<file path="config.mk">
export PLATFORM = sky130hd
export DESIGN_NAME = btn_events
export DESIGN_NICKNAME = d
export VERILOG_FILES = /design/src/rtl/btn_events.sv
export SDC_FILE = /design/constraint.sdc
export NUM_CORES = 1
export LEC_CHECK = 0
export ABC_AREA = 1
export BUFFER_PORTS_ARGS = -buffer_cell sky130_fd_sc_hd__clkbuf_2
export CORE_ASPECT_RATIO = 1.1
export CORE_MARGIN = 4
export CORE_UTILIZATION = 58
export CTS_BUF_LIST = sky130_fd_sc_hd__clkbuf_16
export DETAILED_ROUTE_END_ITERATION = 10
export PLACE_DENSITY = 0.77
export SKIP_CTS_REPAIR_TIMING = 1
export SLEW_MARGIN = 25
export SYNTH_ARGS = -nofsm -noshare
export SYNTH_HDL_FRONTEND = slang
export SYNTH_SLANG_ARGS = --single-unit
</file>
<file path="constraint.sdc">
create_clock -name clk -period 4 [get_ports clk]
set_clock_uncertainty 0.05 [all_clocks]
set_input_delay 0.8 -clock clk [delete_from_list [all_inputs] [get_ports clk]]
set_output_delay 0.8 -clock clk [all_outputs]
set_load 0.005 [all_outputs]
</file>
<file path="src/rtl/btn_events.sv">
// btn_events: converts debounced button levels into PRESS/RELEASE/LONG/REPEAT
// events. Events are arbitrated round-robin into a small FIFO that is read
// through a valid/ready port. A sticky overflow flag records dropped events.
module btn_events #(
  parameter int N            = 4,
  parameter int TICK_DIV     = 1000,
  parameter int LONG_TICKS   = 500,
  parameter int REPEAT_TICKS = 100,
  parameter int FIFO_DEPTH   = 4,
  localparam int IDW = (N > 1) ? $clog2(N) : 1
) (
  input  logic           clk,
  input  logic           rst,
  input  logic [N-1:0]   btn,
  output logic           ev_valid,
  input  logic           ev_ready,
  output logic [IDW-1:0] ev_id,
  output logic [1:0]     ev_kind,
  output logic           overflow
);

  localparam int TW   = $clog2(TICK_DIV);
  localparam int HMAX = (LONG_TICKS > REPEAT_TICKS) ? LONG_TICKS : REPEAT_TICKS;
  localparam int HCW  = (HMAX > 1) ? $clog2(HMAX) : 1;
  localparam int PW   = $clog2(FIFO_DEPTH);
  localparam int CW   = PW + 1;

  localparam logic [1:0] K_PRESS   = 2'd0;
  localparam logic [1:0] K_RELEASE = 2'd1;
  localparam logic [1:0] K_LONG    = 2'd2;
  localparam logic [1:0] K_REPEAT  = 2'd3;

  typedef enum logic [1:0] {IDLE, DOWN, HELD} state_e;

  logic [N-1:0]   btn_q;
  logic [N-1:0]   rise;
  logic [N-1:0]   fall;
  logic [TW-1:0]  pre_cnt;
  logic           tick;
  state_e         state_q [N];
  state_e         state_d [N];
  logic [HCW-1:0] hc_q [N];
  logic [HCW-1:0] hc_d [N];
  logic [N-1:0]   req;
  logic [1:0]     req_kind [N];
  logic [N-1:0]   pend_v;
  logic [1:0]     pend_k [N];
  logic [IDW-1:0] last_grant;
  logic [N-1:0]   gnt;
  logic           push;
  logic [IDW-1:0] gnt_id;
  logic [1:0]     gnt_kind;
  logic [IDW-1:0] arb_idx;
  logic           pop;
  logic           push_ok;
  logic           drop;
  logic [IDW-1:0] fifo_id [FIFO_DEPTH];
  logic [1:0]     fifo_kind [FIFO_DEPTH];
  logic [PW-1:0]  rd_ptr;
  logic [PW-1:0]  wr_ptr;
  logic [CW-1:0]  count;

  assign rise = btn & ~btn_q;
  assign fall = ~btn & btn_q;
  assign tick = (pre_cnt == TW'(TICK_DIV - 1));

  // Previous button levels for edge detection; cleared so a held button re-presses after reset.
  always_ff @(posedge clk) begin
    if (rst) btn_q <= '0;
    else     btn_q <= btn;
  end

  // Shared free-running prescaler producing one tick every TICK_DIV cycles.
  always_ff @(posedge clk) begin
    if (rst)       pre_cnt <= '0;
    else if (tick) pre_cnt <= '0;
    else           pre_cnt <= pre_cnt + 1'b1;
  end

  // Per-button state and hold-counter registers.
  always_ff @(posedge clk) begin
    for (int i = 0; i < N; i++) begin
      if (rst) begin
        state_q[i] <= IDLE;
        hc_q[i]    <= '0;
      end else begin
        state_q[i] <= state_d[i];
        hc_q[i]    <= hc_d[i];
      end
    end
  end

  // Per-button next state and event requests; a release wins over a tick in the same cycle.
  always_comb begin
    for (int i = 0; i < N; i++) begin
      state_d[i]  = state_q[i];
      hc_d[i]     = hc_q[i];
      req[i]      = 1'b0;
      req_kind[i] = K_PRESS;
      case (state_q[i])
        IDLE: begin
          if (rise[i]) begin
            state_d[i]  = DOWN;
            hc_d[i]     = '0;
            req[i]      = 1'b1;
            req_kind[i] = K_PRESS;
          end
        end
        DOWN: begin
          if (fall[i]) begin
            state_d[i]  = IDLE;
            req[i]      = 1'b1;
            req_kind[i] = K_RELEASE;
          end else if (tick) begin
            if (hc_q[i] == HCW'(LONG_TICKS - 1)) begin
              state_d[i]  = HELD;
              hc_d[i]     = '0;
              req[i]      = 1'b1;
              req_kind[i] = K_LONG;
            end else begin
              hc_d[i] = hc_q[i] + 1'b1;
            end
          end
        end
        HELD: begin
          if (fall[i]) begin
            state_d[i]  = IDLE;
            req[i]      = 1'b1;
            req_kind[i] = K_RELEASE;
          end else if (tick) begin
            if (hc_q[i] == HCW'(REPEAT_TICKS - 1)) begin
              hc_d[i]     = '0;
              req[i]      = 1'b1;
              req_kind[i] = K_REPEAT;
            end else begin
              hc_d[i] = hc_q[i] + 1'b1;
            end
          end
        end
        default: state_d[i] = IDLE;
      endcase
    end
  end

  assign pop     = ev_valid & ev_ready;
  assign push_ok = (count < CW'(FIFO_DEPTH)) || pop;
  assign drop    = |(req & pend_v & ~gnt);

  // Round-robin arbiter: first valid pending slot after the last granted button.
  always_comb begin
    gnt      = '0;
    push     = 1'b0;
    gnt_id   = '0;
    gnt_kind = K_PRESS;
    arb_idx  = '0;
    if (push_ok) begin
      for (int off = 0; off < N; off++) begin
        arb_idx = IDW'((int'(last_grant) + 1 + off) % N);
        if (!push && pend_v[arb_idx]) begin
          push         = 1'b1;
          gnt[arb_idx] = 1'b1;
          gnt_id       = arb_idx;
          gnt_kind     = pend_k[arb_idx];
        end
      end
    end
  end

  // Pending slots load when free or being granted; otherwise the request is lost and flagged.
  always_ff @(posedge clk) begin
    if (rst) begin
      pend_v   <= '0;
      overflow <= 1'b0;
      for (int i = 0; i < N; i++) pend_k[i] <= K_PRESS;
    end else begin
      for (int i = 0; i < N; i++) begin
        if (req[i] && (!pend_v[i] || gnt[i])) begin
          pend_v[i] <= 1'b1;
          pend_k[i] <= req_kind[i];
        end else if (gnt[i]) begin
          pend_v[i] <= 1'b0;
        end
      end
      if (drop) overflow <= 1'b1;
    end
  end

  // Remember the last granted button so the search rotates; reset favours button 0.
  always_ff @(posedge clk) begin
    if (rst)       last_grant <= IDW'(N - 1);
    else if (push) last_grant <= gnt_id;
  end

  // Event FIFO; when full, a simultaneous pop frees the slot the push overwrites.
  always_ff @(posedge clk) begin
    if (rst) begin
      rd_ptr <= '0;
      wr_ptr <= '0;
      count  <= '0;
      for (int i = 0; i < FIFO_DEPTH; i++) begin
        fifo_id[i]   <= '0;
        fifo_kind[i] <= K_PRESS;
      end
    end else begin
      if (push) begin
        fifo_id[wr_ptr]   <= gnt_id;
        fifo_kind[wr_ptr] <= gnt_kind;
        wr_ptr            <= wr_ptr + 1'b1;
      end
      if (pop) rd_ptr <= rd_ptr + 1'b1;
      count <= count + {{(CW-1){1'b0}}, push} - {{(CW-1){1'b0}}, pop};
    end
  end

  assign ev_valid = (count != '0);
  assign ev_id    = fifo_id[rd_ptr];
  assign ev_kind  = fifo_kind[rd_ptr];

endmodule

</file>
=== Word-level counts from Yosys, hierarchy flattened ===
Memories as Yosys holds them, arrays and structs flattened. A register that Yosys moved wholly into a read port is not among the register bits.
Cells that the tools add are included.

* Memories kept: 5
* Memory bits (writable): 68
* Bits in registers: 28
* Output and inout bits: 6
* Logic and storage cells: 320

* $add $sub $neg: 13
* $lt $le $gt $ge: 9
* Bitwise gates (word level): 23
* Equal/unequal tests: 17
* Reductions and logical operators: 36
* Multiplexer cells: 206

{| class="wikitable"
|+ Memories
! memory !! depth !! bits a word !! rd ports !! clocked after Yosys merged registers in !! wr ports !! RTL line !! source
|-
| hc_q || 4 || 9 || 4 || 0 || 4 || 42 || <nowiki>logic [HCW-1:0] hc_q [N];</nowiki>
|-
| fifo_id || 4 || 2 || 1 || 1 || 4 || 57 || <nowiki>logic [IDW-1:0] fifo_id [FIFO_DEPTH];</nowiki>
|-
| fifo_kind || 4 || 2 || 1 || 1 || 4 || 58 || <nowiki>logic [1:0] fifo_kind [FIFO_DEPTH];</nowiki>
|-
| pend_k || 4 || 2 || 4 || 0 || 4 || 47 || <nowiki>logic [1:0] pend_k [N];</nowiki>
|-
| state_q || 4 || 2 || 4 || 0 || 4 || 40 || <nowiki>state_e state_q [N];</nowiki>
|}

{| class="wikitable"
|+ Operator list
! cell !! count
|-
| 2-to-1 mux 9 bit || 32
|-
| 2-to-1 mux 2 bit || 70
|-
| one-hot mux 9 bit (3 select lines) || 4
|-
| 2-to-1 mux 1 bit || 72
|-
| adder 9 x 1 -> 9 bit, second input constant || 4
|-
| equality test 9 x 7 -> 1 bit, second input constant || 4
|-
| equality test 9 bit, second input constant || 4
|-
| 2-to-1 mux 4 bit || 8
|-
| one-hot mux 2 bit (3 select lines) || 4
|-
| bitwise AND 4 bit || 4
|-
| one-hot mux 2 bit (2 select lines) || 4
|-
| less-than comparator 2 x 3 -> 1 bit, second input constant || 4
|-
| inverter 4 bit || 3
|-
| OR 1 bit || 12
|-
| OR 4 bit || 3
|-
| one-hot mux 1 bit (3 select lines) || 4
|-
| logical AND 1 bit || 11
|-
| adder 10 x 1 -> 10 bit, second input constant || 1
|-
| equality test 10 bit, second input constant || 1
|-
| binary-select mux 1 bit (select 2 bit) || 4
|-
| demux 1 bit (select 2 bit) || 4
|-
| equality test 2 x 1 -> 1 bit, second input constant || 4
|-
| equality test 2 bit, second input constant || 4
|-
| >= comparator 2 x 1 -> 1 bit, second input constant || 4
|-
| 13 further kinds || 35
|}

=== Longest topological paths before layout ===
Gate-level depths: netlist (run 1).

* Word-level depth: 23
* Mapped depth: 17

=== Worst setup path before layout (run 1) ===
Ideal clock, no wire load.

* Kind: register to register
* Start: reg last_grant[0]
* End: reg count[2]
* Setup time: 0.070 ns
* Path slack: 1.253 ns
* Data arrival time: 2.626 ns
* Data required time: 3.880 ns
* Cell stages (with the launch flop): 16
* Buffers on the path: 1
* Path through: dfxtp_1 -> buf_6 -> inv_4 -> ha_1 -> inv_1 -> nand2_1 -> nand2_2 -> inv_1 -> nor2_4 -> nand2_2 -> nand2_2 -> inv_1 -> ha_1 -> fa_1 -> or2_2 -> a21oi_1

* Longest elaborated chain between the ends: 19
* Elaborated cells between the ends (all ways): 28
* Those cells by class: 6 x add/sub; 16 x mux; 6 x reduce/logical

{| class="wikitable"
|+ RTL lines
! item !! RTL line !! source
|-
| from (decl) || 48 || <nowiki>logic [IDW-1:0] last_grant;</nowiki>
|-
| from (signal assigned) || 190 || <nowiki>if (rst) last_grant <= IDW'(N - 1);</nowiki>
|-
| from (signal assigned) || 191 || <nowiki>else if (push) last_grant <= gnt_id;</nowiki>
|-
| adder 2 x 1 -> 2 bit (*) || 158 || <nowiki>arb_idx = IDW'((int'(last_grant) + 1 + off) % N);</nowiki>
|-
| binary-select mux 1 bit (select 2 bit) || 159 || <nowiki>if (!push && pend_v[arb_idx]) begin</nowiki>
|-
| 2-to-1 mux 1 bit (not written as such) || 159 ||
|-
| 2-to-1 mux 1 bit || 159 ||
|-
| 2-to-1 mux 1 bit || 156 || <nowiki>if (push_ok) begin</nowiki>
|-
| zero test 1 bit || 159 ||
|-
| logical AND 1 bit || 159 ||
|-
| 2-to-1 mux 1 bit || 159 ||
|-
| [4 not listed] || -- ||
|-
| 2-to-1 mux 1 bit || 156 ||
|-
| zero test 1 bit || 159 ||
|-
| logical AND 1 bit || 159 ||
|-
| 2-to-1 mux 1 bit (*) || 159 ||
|-
| 2-to-1 mux 1 bit (*) || 156 ||
|-
| net push || 50 || <nowiki>logic push;</nowiki>
|-
| adder 3 x 1 -> 3 bit (*) || 211 || <nowiki>count <= count + {{(CW-1){1'b0}}, push} - {{(CW-1){1'b0}}, pop};</nowiki>
|-
| subtractor 3 x 1 -> 3 bit (*) || 211 ||
|-
| to (signal assigned) || 211 ||
|-
| to (decl) || 61 || <nowiki>logic [CW-1:0] count;</nowiki>
|}

Mark *: on every way through the listed nets, which the timed path passes. The rest lies on a longest branch. The select of a mux whose other input is x is not followed.
A chain may end at the register's enable or synchronous reset.

=== Worst setup path after layout (run 1) ===
Ends and elaborated chain as after synthesis.

==> summary.md, run 1 <==
| Metric | Value |
|---|---|
| Status | `finished clean` |
| 1st-pass router iterations | `4` |
| Worst-Margin Slew | `0.696 ns` |
| Worst path cell trace | `inv_4 -> ha_1 -> inv_1 -> nand2_1 -> nand2_2 -> inv_1 -> nor2_4 -> nand2_2 -> nand2_2 -> inv_1 -> ha_1 -> fa_1 -> or2_2 -> a21oi_1` |
| Skew-Pair Late Insertion Delay | `0.35 ns` |
| Vias per cell | `5.45` |
| Post-synth EDFFs | `24` |
| Fin. max-slew vios | `0` |
| Flop2flop setup slack | `0.58 ns` |
| # fillers | `839` |
| DP Wirelength | `9450 um` |
| XOR/XNOR Fraction of Synth Area | `0.612%` |
| Part of the cycle the worst path needs | `85.4%` |
| Grt ovf | `0` |
| Clk slew on worst S/H paths | `around 0.070 ns` |
| Area delta synth->final | `8.02%` |
| Total core area | `about 9500 um^2` |
| Peak supply drop | `0.000345 V` |
| Final Critical Period | `3.42 ns` |
| Vias after detailed routing | `5007` |
| Place WS | `between 0.6 and 0.7 ns` |
| Cell Pwr Density | `697 nW/um^2` |
| CP max stage delay | `0.77 ns` |
| Commonest non-fill, non-tap cell in the layout | `nand2_1` |
| Num rows | `37` |
| Antenna diode count | `0` |
| Required time worst endpoint | `4.23 ns` |
| Fin. Hold Viols | `0` |
| Avg WL per Cell | `between 10 and 15 um` |
| Post-synthesis net count | `816` |
| Die H | `112 um` |
| Drt total wl | `12300 um` |
| Post-route ant nets | `0` |
| Mux cell area share after synthesis | `0.350%` |
| Unrepaired setup endpoints after global routing | `false` |
| Layout Nets | `approximately 830` |
| Pin count of the biggest net entering global routing | `26` |
| Gate Count Post-Synth | `780` |
| I/O Buffers | `12` |
| Netlist cell types | `50` |
| CP endpoint kind | `flip-flop` |
| Max Freq | `about 290 MHz` |
| Fraction of registers with async set/reset | `0%` |
| Setup slack after layout | `0.584 ns` |
| Max_slew headroom | `53.6%` |
| Num CTS Buffers | `9` |
| Post-route setup TNS | `0 ns` |
| Placer Congestion | `0.856` |
| Synth Warn # | `0` |
| Synthesized area | `5720 um^2` |
| Critical Path Source Type | `flip-flop` |
| Most frequent cells in the layout | `nand2_1, inv_1, nor2_1` |
| H-tree levels | `3` |
| Worst r2r src | `last_grant[0]$_SDFFE_PP1P_` |
| Gr usage total | `between 20% and 30%` |
| Worst Hold Depth | `2` |
| Starting Density | `60.3%` |
| Initial antenna violation count | `0` |
| Crit path arrival time | `3.65 ns` |
| Hold Path Class | `reg -> reg` |
| First-pass GRT wire length | `21800 um` |
| Ratio of cells with drive above 1 in the final layout | `10.2%` |
| 1st-iter DRT viols | `171` |
| Vias in the first global route | `5039` |
| CTS root buf | `clkbuf_16` |
| CP Max Fanout | `19` |
| Max Cap Viol | `0` |
| Die area | `11500 um^2` |
| CTS Sinks | `98` |
| Sequential area share after synthesis | `38.5%` |
| Die Width | `around 100 um` |
| # IOs | `13` |
| Hold_sp | `rd_ptr[1]$_SDFFE_PP0P_` |
| Synth Register Bits | `98` |
| Adder-cell share of the synthesized area | `6.47%` |
| Worst R2R Path Depth | `14` |
| Largest family of logic cells by synthesized area | `simple AND/OR/NAND/NOR gates` |
| Crit Path Class | `reg -> reg` |
| Core Util, Final | `65.1%` |
| Clk buf depth | `2` |
| CTS tree | `done` |
| Synth Area in Simple Gates | `31.0%` |
| Number of setup violations in the final report | `0` |
| DRC Markers | `0` |
| Syn Area/Cell | `7.34 um^2` |
| R2r endpoint | `count[2]$_SDFF_PP0_` |
| Synth Area in Compound Gates | `14.3%` |
| Leakage | `~0.0025 uW` |
| Hold slack | `approximately 0.42 ns` |
| Top_reg_cell synth | `dfxtp_1` |
| Crit path max-delay cell type | `dfxtp_1` |
-- metrics by stage --
step | std cells | area [um^2] | total power [uW]
detailed placement | 902 | 5890 | 3480
floorplan | 780 | 5720 | 2990
finish | 918 | 6180 | 4310
CTS | 918 | 6180 | 4320
global placement | 902 | 5890 | 3450
global route | 918 | 6180 | 4690
-- report_power, final --
part / switching, uW / leakage [uW] / internal (uW)
logic: 1440 / 0.00154 / 663
clock network: 400 / 0.000137 / 431
registers: 148 / 0.000856 / 1230
-- state kept, by name (all words and copies together) (netlist names), 3 cells and up, named ones only --
signal     cells
hc_q          36
pre_cnt       10
fifo_id        8
fifo_kind      8
pend_k         8
state_q        8
btn_q          4
pend_v         4
count          3
-- per-layer routing --
layer | vias to the layer above | part of all wire, % | GRT usage [%]
met3 | 21 | 3.2 | 5.53
met5 | - | 0 | 0
li1 | 2612 | - | -
met4 | 0 | 2.3 | 8.31
met2 | 70 | 51 | 40.9
met1 | 2304 | 43 | 27.1
-- cells by family (layout without fill, tap and decap cells) --
| kind of cell | count (synthesis) | after routing |
|---|---|---|
| adders and majority gates | 29 | 29 |
| DFF | 98 | 98 |
| muxes | 2 | 2 |
| and+or+nand+nor | 380 | 380 |
| buffers and inverters | 129 | 150 |
| AOI/OAI and AO/OA | 138 | 138 |
| xor gates and xnor gates | 4 | 4 |
-- synthesized netlist by cell type (2+ instances only) --
cell type	count	share of area (%)
nor3b_1	11	1.4
nand3_1	57	5.0
nor2_4	5	0.98
o21bai_1	2	0.26
inv_2	7	0.46
a21oi_1	43	3.8
xor2_1	4	0.61
nor3_1	15	1.3
o211ai_1	4	0.52
ha_1	28	6.1
a31oi_1	6	0.66
nand2_4	2	0.39
nand4_1	11	1.2
inv_4	2	0.22
nor3_2	4	0.70
clkbuf_1	5	0.33
o21a_1	2	0.26
a21oi_2	4	0.61
nand3_2	5	0.87
a211oi_1	12	1.6
nor2_1	98	6.4
or2_2	2	0.22
a221oi_1	2	0.31
and3_1	2	0.22
nor2_2	7	0.77
buf_6	2	0.39
mux2i_1	2	0.35
nand2_1	145	9.5
o22ai_1	7	0.77
o21ai_0	45	3.9
edfxtp_1	24	13
nand2_2	10	1.1
inv_1	111	7.3
o21ai_1	5	0.44
dfxtp_1	74	26
-- area by class of cell --
class | instances | area (um^2) | share of cell area (%)
Sequential cell | 98 | 2200 | 35.6
Clock buffer | 9 | 225 | 3.64
Clock inverter | 7 | 62.6 | 1.01
Tap cell | 117 | 146 | 2.37
Inverter | 120 | 455 | 7.37
Timing Repair Buffer | 14 | 75.1 | 1.21
Multi-Input combinational cell | 553 | 3020 | 48.8
-- critical path, delay by kind of cell (launching register included) --
family | cells | cell delay (ns)
buffers and inverters | 4 | 0.58
adder cells (fa/ha/maj) | 3 | 1.01
flip-flops | 1 | 0.77
AO/OA/AOI/OAI | 1 | 0.11
AND/OR/NAND/NOR | 6 | 0.82
-- worst max-delay path by stage --
stage | start | endpoint | depth (start not counted)
detailed placement | last_grant[0]$_SDFFE_PP1P_ | count[2]$_SDFF_PP0_ | 14
CTS | last_grant[0]$_SDFFE_PP1P_ | count[2]$_SDFF_PP0_ | 14
finish | last_grant[0]$_SDFFE_PP1P_ | count[2]$_SDFF_PP0_ | 14
global placement | last_grant[0]$_SDFFE_PP1P_ | count[2]$_SDFF_PP0_ | 15
global route | last_grant[0]$_SDFFE_PP1P_ | count[2]$_SDFF_PP0_ | 14
floorplan | last_grant[0]$_SDFFE_PP1P_ | count[2]$_SDFF_PP0_ | 15
(Power assumes the default switching activity.)
==> run 2, diff against run 1 <==
- GPL_TIMING_DRIVEN: default -> 0
==> run 2 against run 1 <==
- critical path depth rose by 1
- largest power group unchanged
- largest cell class unchanged
- global-route usage decreased by 1.6 points
- first-iteration DRC count decreased by 4.7%
- worst setup slack gained 0.20 ns
- count of clock-buffer cells in the layout unchanged
- cell count up 0.65%
==> summary.md, run 2 (synthesis gave the netlist of run 1 again) <==
| Metric | Value |
|---|---|
| M3 GR Usage | `2.80% (was 5.53%)` |
| CTS root buf | `clkbuf_16 (unchanged)` |
| 1st-pass router iterations | `5 (was 4)` |
| Cell Pwr Density | `697 nW/um^2 (about the same)` |
| Pin count of the biggest net entering global routing | `17 (was 26)` |
| Clock power frac | `19.9% (was 19.3%)` |
| Drt total wl | `11800 um (was 12300 um)` |
| Design Power | `4330 uW (was 4310 uW)` |
| Num rows | `37 (unchanged)` |
| Biggest register | `hc_q (unchanged)` |
| 1st-iter DRT viols | `163 (was 171)` |
| Status | `finished clean (unchanged)` |
| CP max stage delay | `0.39 ns (was 0.77 ns)` |
| Internal power | `2390 uW (was 2320 uW)` |
| Die Width | `103 um (unchanged)` |
| Layout Nets | `838 (was 832)` |
| Place WS | `0.815 ns (was 0.617 ns)` |
| Critical Path Source Type | `flip-flop (unchanged)` |
| CP Max Fanout | `12 (was 19)` |
| Part of the cycle the worst path needs | `80.3% (was 85.4%)` |
| Most frequent cells in the layout | `nand2_1, inv_1, nor2_1 (unchanged)` |
| DP Wirelength | `9030 um (was 9450 um)` |
| Fin. max-slew vios | `0 (unchanged)` |
| Crit path arrival time | `3.44 ns (was 3.65 ns)` |
| Psw | `1950 uW (was 1990 uW)` |
| Worst-Margin Slew | `0.642 ns (was 0.696 ns)` |
| Vias in the first global route | `4888 (was 5039)` |
| Crit path max-delay cell type | `fa_1 (was dfxtp_1)` |
| Worst R2R Path Depth | `15 (was 14)` |
| Flop pwr share | `31.1% (was 31.9%)` |
| Ratio of cells with drive above 1 in the final layout | `10.0% (was 10.2%)` |
| CP endpoint kind | `flip-flop (unchanged)` |
| Placer Congestion | `0.913 (was 0.856)` |
| Worst Hold Depth | `1 (was 2)` |
| Setup slack after layout | `0.787 ns (was 0.584 ns)` |
| Vias per cell | `5.45 (about the same)` |
| Leakage | `0.00256 uW (was 0.00253 uW)` |
| Area delta synth->final | `8.61% (was 8.02%)` |
| Peak supply drop | `0.000302 V (was 0.000345 V)` |
| Die area | `11500 um^2 (unchanged)` |
| Total core area | `9490 um^2 (unchanged)` |
| Leading registers by flop count | `hc_q (36), pre_cnt (10) (unchanged)` |
| Initial antenna violation count | `0 (unchanged)` |
| Sw frac | `44.9% (was 46.2%)` |
| Hold Path Class | `reg -> reg (unchanged)` |
| Clk slew on worst S/H paths | `0.07 ns (about the same)` |
| # fillers | `815 (was 839)` |
| Worst path cell trace | `buf_6 -> inv_4 -> ha_1 -> nor2_1 -> nand3_1 -> nand2_1 -> nand2_4 -> nor2_4 -> nand2_2 -> nand2_2 -> inv_1 -> ha_1 -> fa_1 -> or2_2 -> a21oi_1 (was inv_4 -> ha_1 -> inv_1 -> nand2_1 -> nand2_2 -> inv_1 -> nor2_4 -> nand2_2 -> nand2_2 -> inv_1 -> ha_1 -> fa_1 -> or2_2 -> a21oi_1)` |
| Max_slew headroom | `57.2% (was 53.6%)` |
| Required time worst endpoint | `4.22 ns (was 4.23 ns)` |
| Number of setup violations in the final report | `0 (unchanged)` |
| Core Util, Final | `65.5% (was 65.1%)` |
| I/O Buffers | `11 (was 12)` |
| Max Cap Viol | `0 (unchanged)` |
| First-pass GRT wire length | `20500 um (was 21800 um)` |
| Grt peak-use layer | `met2 (unchanged)` |
| Fin. Hold Viols | `0 (unchanged)` |
| Starting Density | `60.3% (unchanged)` |
| DRC Markers | `0 (unchanged)` |
| Skew-Pair Late Insertion Delay | `0.35 ns (about the same)` |
| Commonest non-fill, non-tap cell in the layout | `nand2_1 (unchanged)` |
| Met1 Track Usage GR | `24.7% (was 27.1%)` |
| Gr usage total | `21.7% (was 23.3%)` |
| Comb pwr share | `49.1% (was 48.8%)` |
| Num CTS Buffers | `9 (unchanged)` |
| Grt ovf | `0 (unchanged)` |
| Clk buf depth | `2 (unchanged)` |
| CTS Sinks | `98 (unchanged)` |
| # IOs | `13 (unchanged)` |
| Vias after detailed routing | `5032 (was 5007)` |
| Post-route ant nets | `0 (unchanged)` |
| Avg WL per Cell | `12.7 um (was 13.3 um)` |
| Antenna diode count | `0 (unchanged)` |
| CTS tree | `done (unchanged)` |
| Unrepaired setup endpoints after global routing | `false (unchanged)` |
| Die H | `112 um (unchanged)` |
| Final Critical Period | `3.21 ns (was 3.42 ns)` |
| Max reg flops | `36 (unchanged)` |
| Post-route setup TNS | `0 ns (unchanged)` |
| GRT met2 Usage | `39.6% (was 40.9%)` |
| Crit Path Class | `reg -> reg (unchanged)` |
| H-tree levels | `3 (unchanged)` |
| Max Freq | `311 MHz (was 293 MHz)` |
[run 2: cell types whose count changed in the layout (fill, tap and decap cells not counted), sizes merged]
cell      before  now
bufinv         0    1
clkinv         4    2
buf            2    4
clkbuf        21   25
clkinvlp       1    0
inv          122  124
[run 2: path summary, 6_finish.rpt]
path | start | to | slack [ns]
hold / removal | pre_cnt[0]$_SDFF_PP0_ | pre_cnt[0]$_SDFF_PP0_ | 0.41
setup reg to reg | last_grant[0]$_SDFFE_PP1P_ | count[2]$_SDFF_PP0_ | 0.79
hold reg to reg | pre_cnt[0]$_SDFF_PP0_ | pre_cnt[0]$_SDFF_PP0_ | 0.41
setup / recovery | last_grant[0]$_SDFFE_PP1P_ | count[2]$_SDFF_PP0_ | 0.79
[run 2: critical path, delay by kind of cell (launching register included)]
kind,cells,cell delay (ns)
fa+ha+maj,3,0.88
simple gates,8,1.34
buf+inv,3,0.36
compound gates,1,0.13
flops,1,0.38
[run 2: metal layers]
layer	vias to the layer above	share of wire [%]
met3	23	2.6
li1	2624	-
met2	69	51
met1	2316	44
met5	-	0
met4	0	2.4
[run 2: power groups by stage]
stage / logic (uW) / clock network (uW) / registers (uW)
final: 2130 / 861 / 1350
after CTS: 2120 / 878 / 1350
after global routing: 2410 / 919 / 1370
after global placement: 2040 / 0 / 1360
after floorplan: 1650 / 0 / 1330
after detailed placement: 2100 / 0 / 1370
[run 2: cell type report]
cell class	instances	area, um^2	area share [%]
clock buffer	9	225	3.62
inverter	120	455	7.33
multi-input combinational	553	3020	48.5
clock inverter	7	66.3	1.07
buffer	9	50.0	0.805
timing repair buffer	11	55.1	0.886
sequential	98	2200	35.4
tap	117	146	2.36
[run 2: per-stage QoR]
step | std cells | cell area, um^2 | hold slack [ns]
final | 924 | 6220 | 0.415
after global routing | 924 | 6220 | 0.445
after CTS | 924 | 6220 | 0.419
after detailed placement | 908 | 5920 | 0.403
after global placement | 908 | 5920 | 0.393
after floorplan | 780 | 5720 | 0.380
==> run 3, diff against run 2 <==
- CORE_UTILIZATION: 58 -> 57
- PLACE_DENSITY: 0.77 -> 0.79
- clock period: 4 -> 2.9 ns (I/O delays scaled with it)
==> run 3 against run 2 <==
- wire length up 5.2%
- maximum frequency up 14%
- sequential share of layout area decreased by 0.58 points
- hold slack got worse by 0.0036 ns
- count of clock-buffer cells in the layout unchanged
- core utilization down 1.2 points
- sequential cell count unchanged
- cell count up 1.4%
==> summary.md, run 3 (synthesis gave the netlist of run 1 again) <==
| Metric | Value |
|---|---|
| Design Area, Final | `6320 um^2 (was 6220 um^2)` |
| Worst Hold Depth | `1 (unchanged)` |
| Drt total wl | `12400 um (was 11800 um)` |
| R2r endpoint | `count[2]$_SDFF_PP0_ (unchanged)` |
| Post-DP Area | `5930 um^2 (was 5920 um^2)` |
| Crit-path leading delay family | `simple AND/OR/NAND/NOR gates (unchanged)` |
| CTS tree | `done (unchanged)` |
| Part of the cycle the worst path needs | `97.1% (was 80.3%)` |
| Crit path arrival time | `3.04 ns (was 3.44 ns)` |
| Total core area | `9840 um^2 (was 9490 um^2)` |
| Most frequent cells in the layout | `nand2_1, inv_1, nor2_1 (unchanged)` |
| 1st-pass router iterations | `5 (unchanged)` |
| Fin. Hold Viols | `0 (unchanged)` |
| Avg WL per Cell | `13.2 um (was 12.7 um)` |
| Comb pwr share | `52.2% (was 49.1%)` |
| CP endpoint kind | `flip-flop (unchanged)` |
| Psw | `2810 uW (was 1950 uW)` |
| Antenna diode count | `0 (unchanged)` |
| Post-route setup TNS | `0 ns (unchanged)` |
| Worst-Margin Slew | `0.670 ns (was 0.642 ns)` |
| CP max stage delay | `0.36 ns (was 0.39 ns)` |
| 1st-iter DRT viols | `314 (was 163)` |
| Die Width | `104 um (was 103 um)` |
| Max Cap Viol | `0 (unchanged)` |
| First-pass GRT wire length | `21100 um (was 20500 um)` |
| Vias after detailed routing | `5165 (was 5032)` |
| Clk buf depth | `2 (unchanged)` |
| CTS root buf | `clkbuf_16 (unchanged)` |
| Starting Density | `58.1% (was 60.3%)` |
| Crit path max-delay cell type | `dfxtp_2 (was fa_1)` |
| Worst R2R Path Depth | `16 (was 15)` |
| CP bufs+invs | `5 (was 3)` |
| Sw frac | `45.4% (was 44.9%)` |
| WHS Endpoint | `pre_cnt[0]$_SDFF_PP0_ (unchanged)` |
| Flop pwr share | `30.1% (was 31.1%)` |
| DP Wirelength | `9170 um (was 9030 um)` |
| Number of setup violations in the final report | `0 (unchanged)` |
| Required time worst endpoint | `3.13 ns (was 4.22 ns)` |
| Skew-Pair Late Insertion Delay | `0.35 ns (about the same)` |
| Area delta synth->final | `10.5% (was 8.61%)` |
| Hold slack | `0.411 ns (was 0.415 ns)` |
| Leakage | `0.00258 uW (was 0.00256 uW)` |
| Placer Congestion | `0.918 (was 0.913)` |
| Hold Path Class | `reg -> reg (unchanged)` |
| Ratio of cells with drive above 1 in the final layout | `12.1% (was 10.0%)` |
| Final Critical Period | `2.82 ns (was 3.21 ns)` |
| Initial antenna violation count | `0 (unchanged)` |
| CTS Sinks | `98 (unchanged)` |
| CP Max Fanout | `12 (unchanged)` |
| Internal power | `3390 uW (was 2390 uW)` |
| Layout Nets | `848 (was 838)` |
| H-tree levels | `3 (unchanged)` |
| Grt ovf | `0 (unchanged)` |
| Max Freq | `355 MHz (was 311 MHz)` |
| Num CTS Buffers | `9 (unchanged)` |
| Worst r2r src | `last_grant[0]$_SDFFE_PP1P_ (unchanged)` |
| Fin. max-slew vios | `0 (unchanged)` |
| Max_slew headroom | `55.3% (was 57.2%)` |
| Clock power frac | `17.7% (was 19.9%)` |
| Vias in the first global route | `4976 (was 4888)` |
| Vias per cell | `5.51 (was 5.45)` |
| Leading registers by flop count | `hc_q (36), pre_cnt (10) (unchanged)` |
| Status | `finished clean (unchanged)` |
| Die area | `11700 um^2 (was 11500 um^2)` |
| # IOs | `13 (unchanged)` |
| Worst path cell trace | `buf_6 -> inv_6 -> ha_4 -> clkinvlp_4 -> nand3_4 -> nand2_4 -> inv_4 -> nand2_4 -> nor2_4 -> nand2_2 -> nand2_4 -> inv_2 -> ha_2 -> fa_2 -> or2_2 -> a21oi_2 (was buf_6 -> inv_4 -> ha_1 -> nor2_1 -> nand3_1 -> nand2_1 -> nand2_4 -> nor2_4 -> nand2_2 -> nand2_2 -> inv_1 -> ha_1 -> fa_1 -> or2_2 -> a21oi_1)` |
| DRC Markers | `0 (unchanged)` |
| # fillers | `852 (was 815)` |
| Clk slew on worst S/H paths | `0.07 ns (about the same)` |
| Hold_sp | `pre_cnt[0]$_SDFF_PP0_ (unchanged)` |
| Gr usage total | `21.5% (was 21.7%)` |
| Crit Path Class | `reg -> reg (unchanged)` |
| Cell Pwr Density | `981 nW/um^2 (was 697 nW/um^2)` |
| Critical Path Source Type | `flip-flop (unchanged)` |
| Flop2flop setup slack | `0.08 ns (was 0.79 ns)` |
| Commonest non-fill, non-tap cell in the layout | `nand2_1 (unchanged)` |
| Die H | `113 um (was 112 um)` |
| Most used cell, CP | `nand2_4` |
| Pin count of the biggest net entering global routing | `17 (unchanged)` |
| Post-route ant nets | `0 (unchanged)` |
| Biggest register | `hc_q (unchanged)` |
| I/O Buffers | `11 (unchanged)` |
| Core Util, Final | `64.3% (was 65.5%)` |
| Num rows | `38 (was 37)` |
| Max reg flops | `36 (unchanged)` |
| Design Power | `6200 uW (was 4330 uW)` |
| Peak supply drop | `0.000432 V (was 0.000302 V)` |
-- run 3: how the worst max path moves through the flow --
stage	from	to	slack, ns	depth (start not counted)
floorplan	last_grant[0]$_SDFFE_PP1P_	count[2]$_SDFF_PP0_	0.15	15
global placement	last_grant[0]$_SDFFE_PP1P_	count[2]$_SDFF_PP0_	-0.16	16
detailed placement	last_grant[0]$_SDFFE_PP1P_	count[2]$_SDFF_PP0_	-0.22	16
CTS	last_grant[0]$_SDFFE_PP1P_	count[2]$_SDFF_PP0_	-0.25	16
global route	last_grant[0]$_SDFFE_PP1P_	count[2]$_SDFF_PP0_	-0.04	16
finish	last_grant[0]$_SDFFE_PP1P_	count[2]$_SDFF_PP0_	0.08	16
-- run 3: layout make-up --
cell class	count	area, um^2	area share, %
Buffer	9	50.0	0.791
Clock buffer	9	225	3.56
Clock inverter	7	43.8	0.693
Inverter	120	462	7.30
Multi-Input combinational cell	553	3060	48.4
Sequential cell	98	2200	34.8
Tap cell	120	150	2.37
Timing Repair Buffer	21	130	2.06
-- run 3: power by group through the flow --
stage / clock [uW] / combinational [uW] / sequential, uW
floorplan: 0 / 2280 / 1840
global placement: 0 / 2810 / 1880
detailed placement: 0 / 2900 / 1890
CTS: 1120 / 2920 / 1860
global route: 1180 / 3600 / 1900
finish: 1100 / 3240 / 1870
-- run 3: worst reg2reg max path: cells and delay by family, from the launching register on --
| family | cells | cell delay [ns] |
|---|---|---|
| and+or+nand+nor | 7 | 0.88 |
| AOI/OAI and AO/OA | 1 | 0.11 |
| buffers and inverters | 5 | 0.51 |
| DFF | 1 | 0.36 |
| adders and majority gates | 3 | 0.85 |
-- run 3: metrics by stage --
stage | worst slack (ns) | instances
6_report | 0.0849 | 937
2_1_floorplan | 0.153 | 780
5_1_grt | -0.0416 | 937
4_1_cts | -0.253 | 927
3_5_place_dp | -0.219 | 911
3_3_place_gp | -0.162 | 911
-- run 3: layer usage --
metal	share of wire, %	track usage, %	wire length, um
met2	52	40.3	6400
met1	42	24.2	5250
met3	3.3	2.91	412
met4	2.5	9.93	306
met5	0	0	0
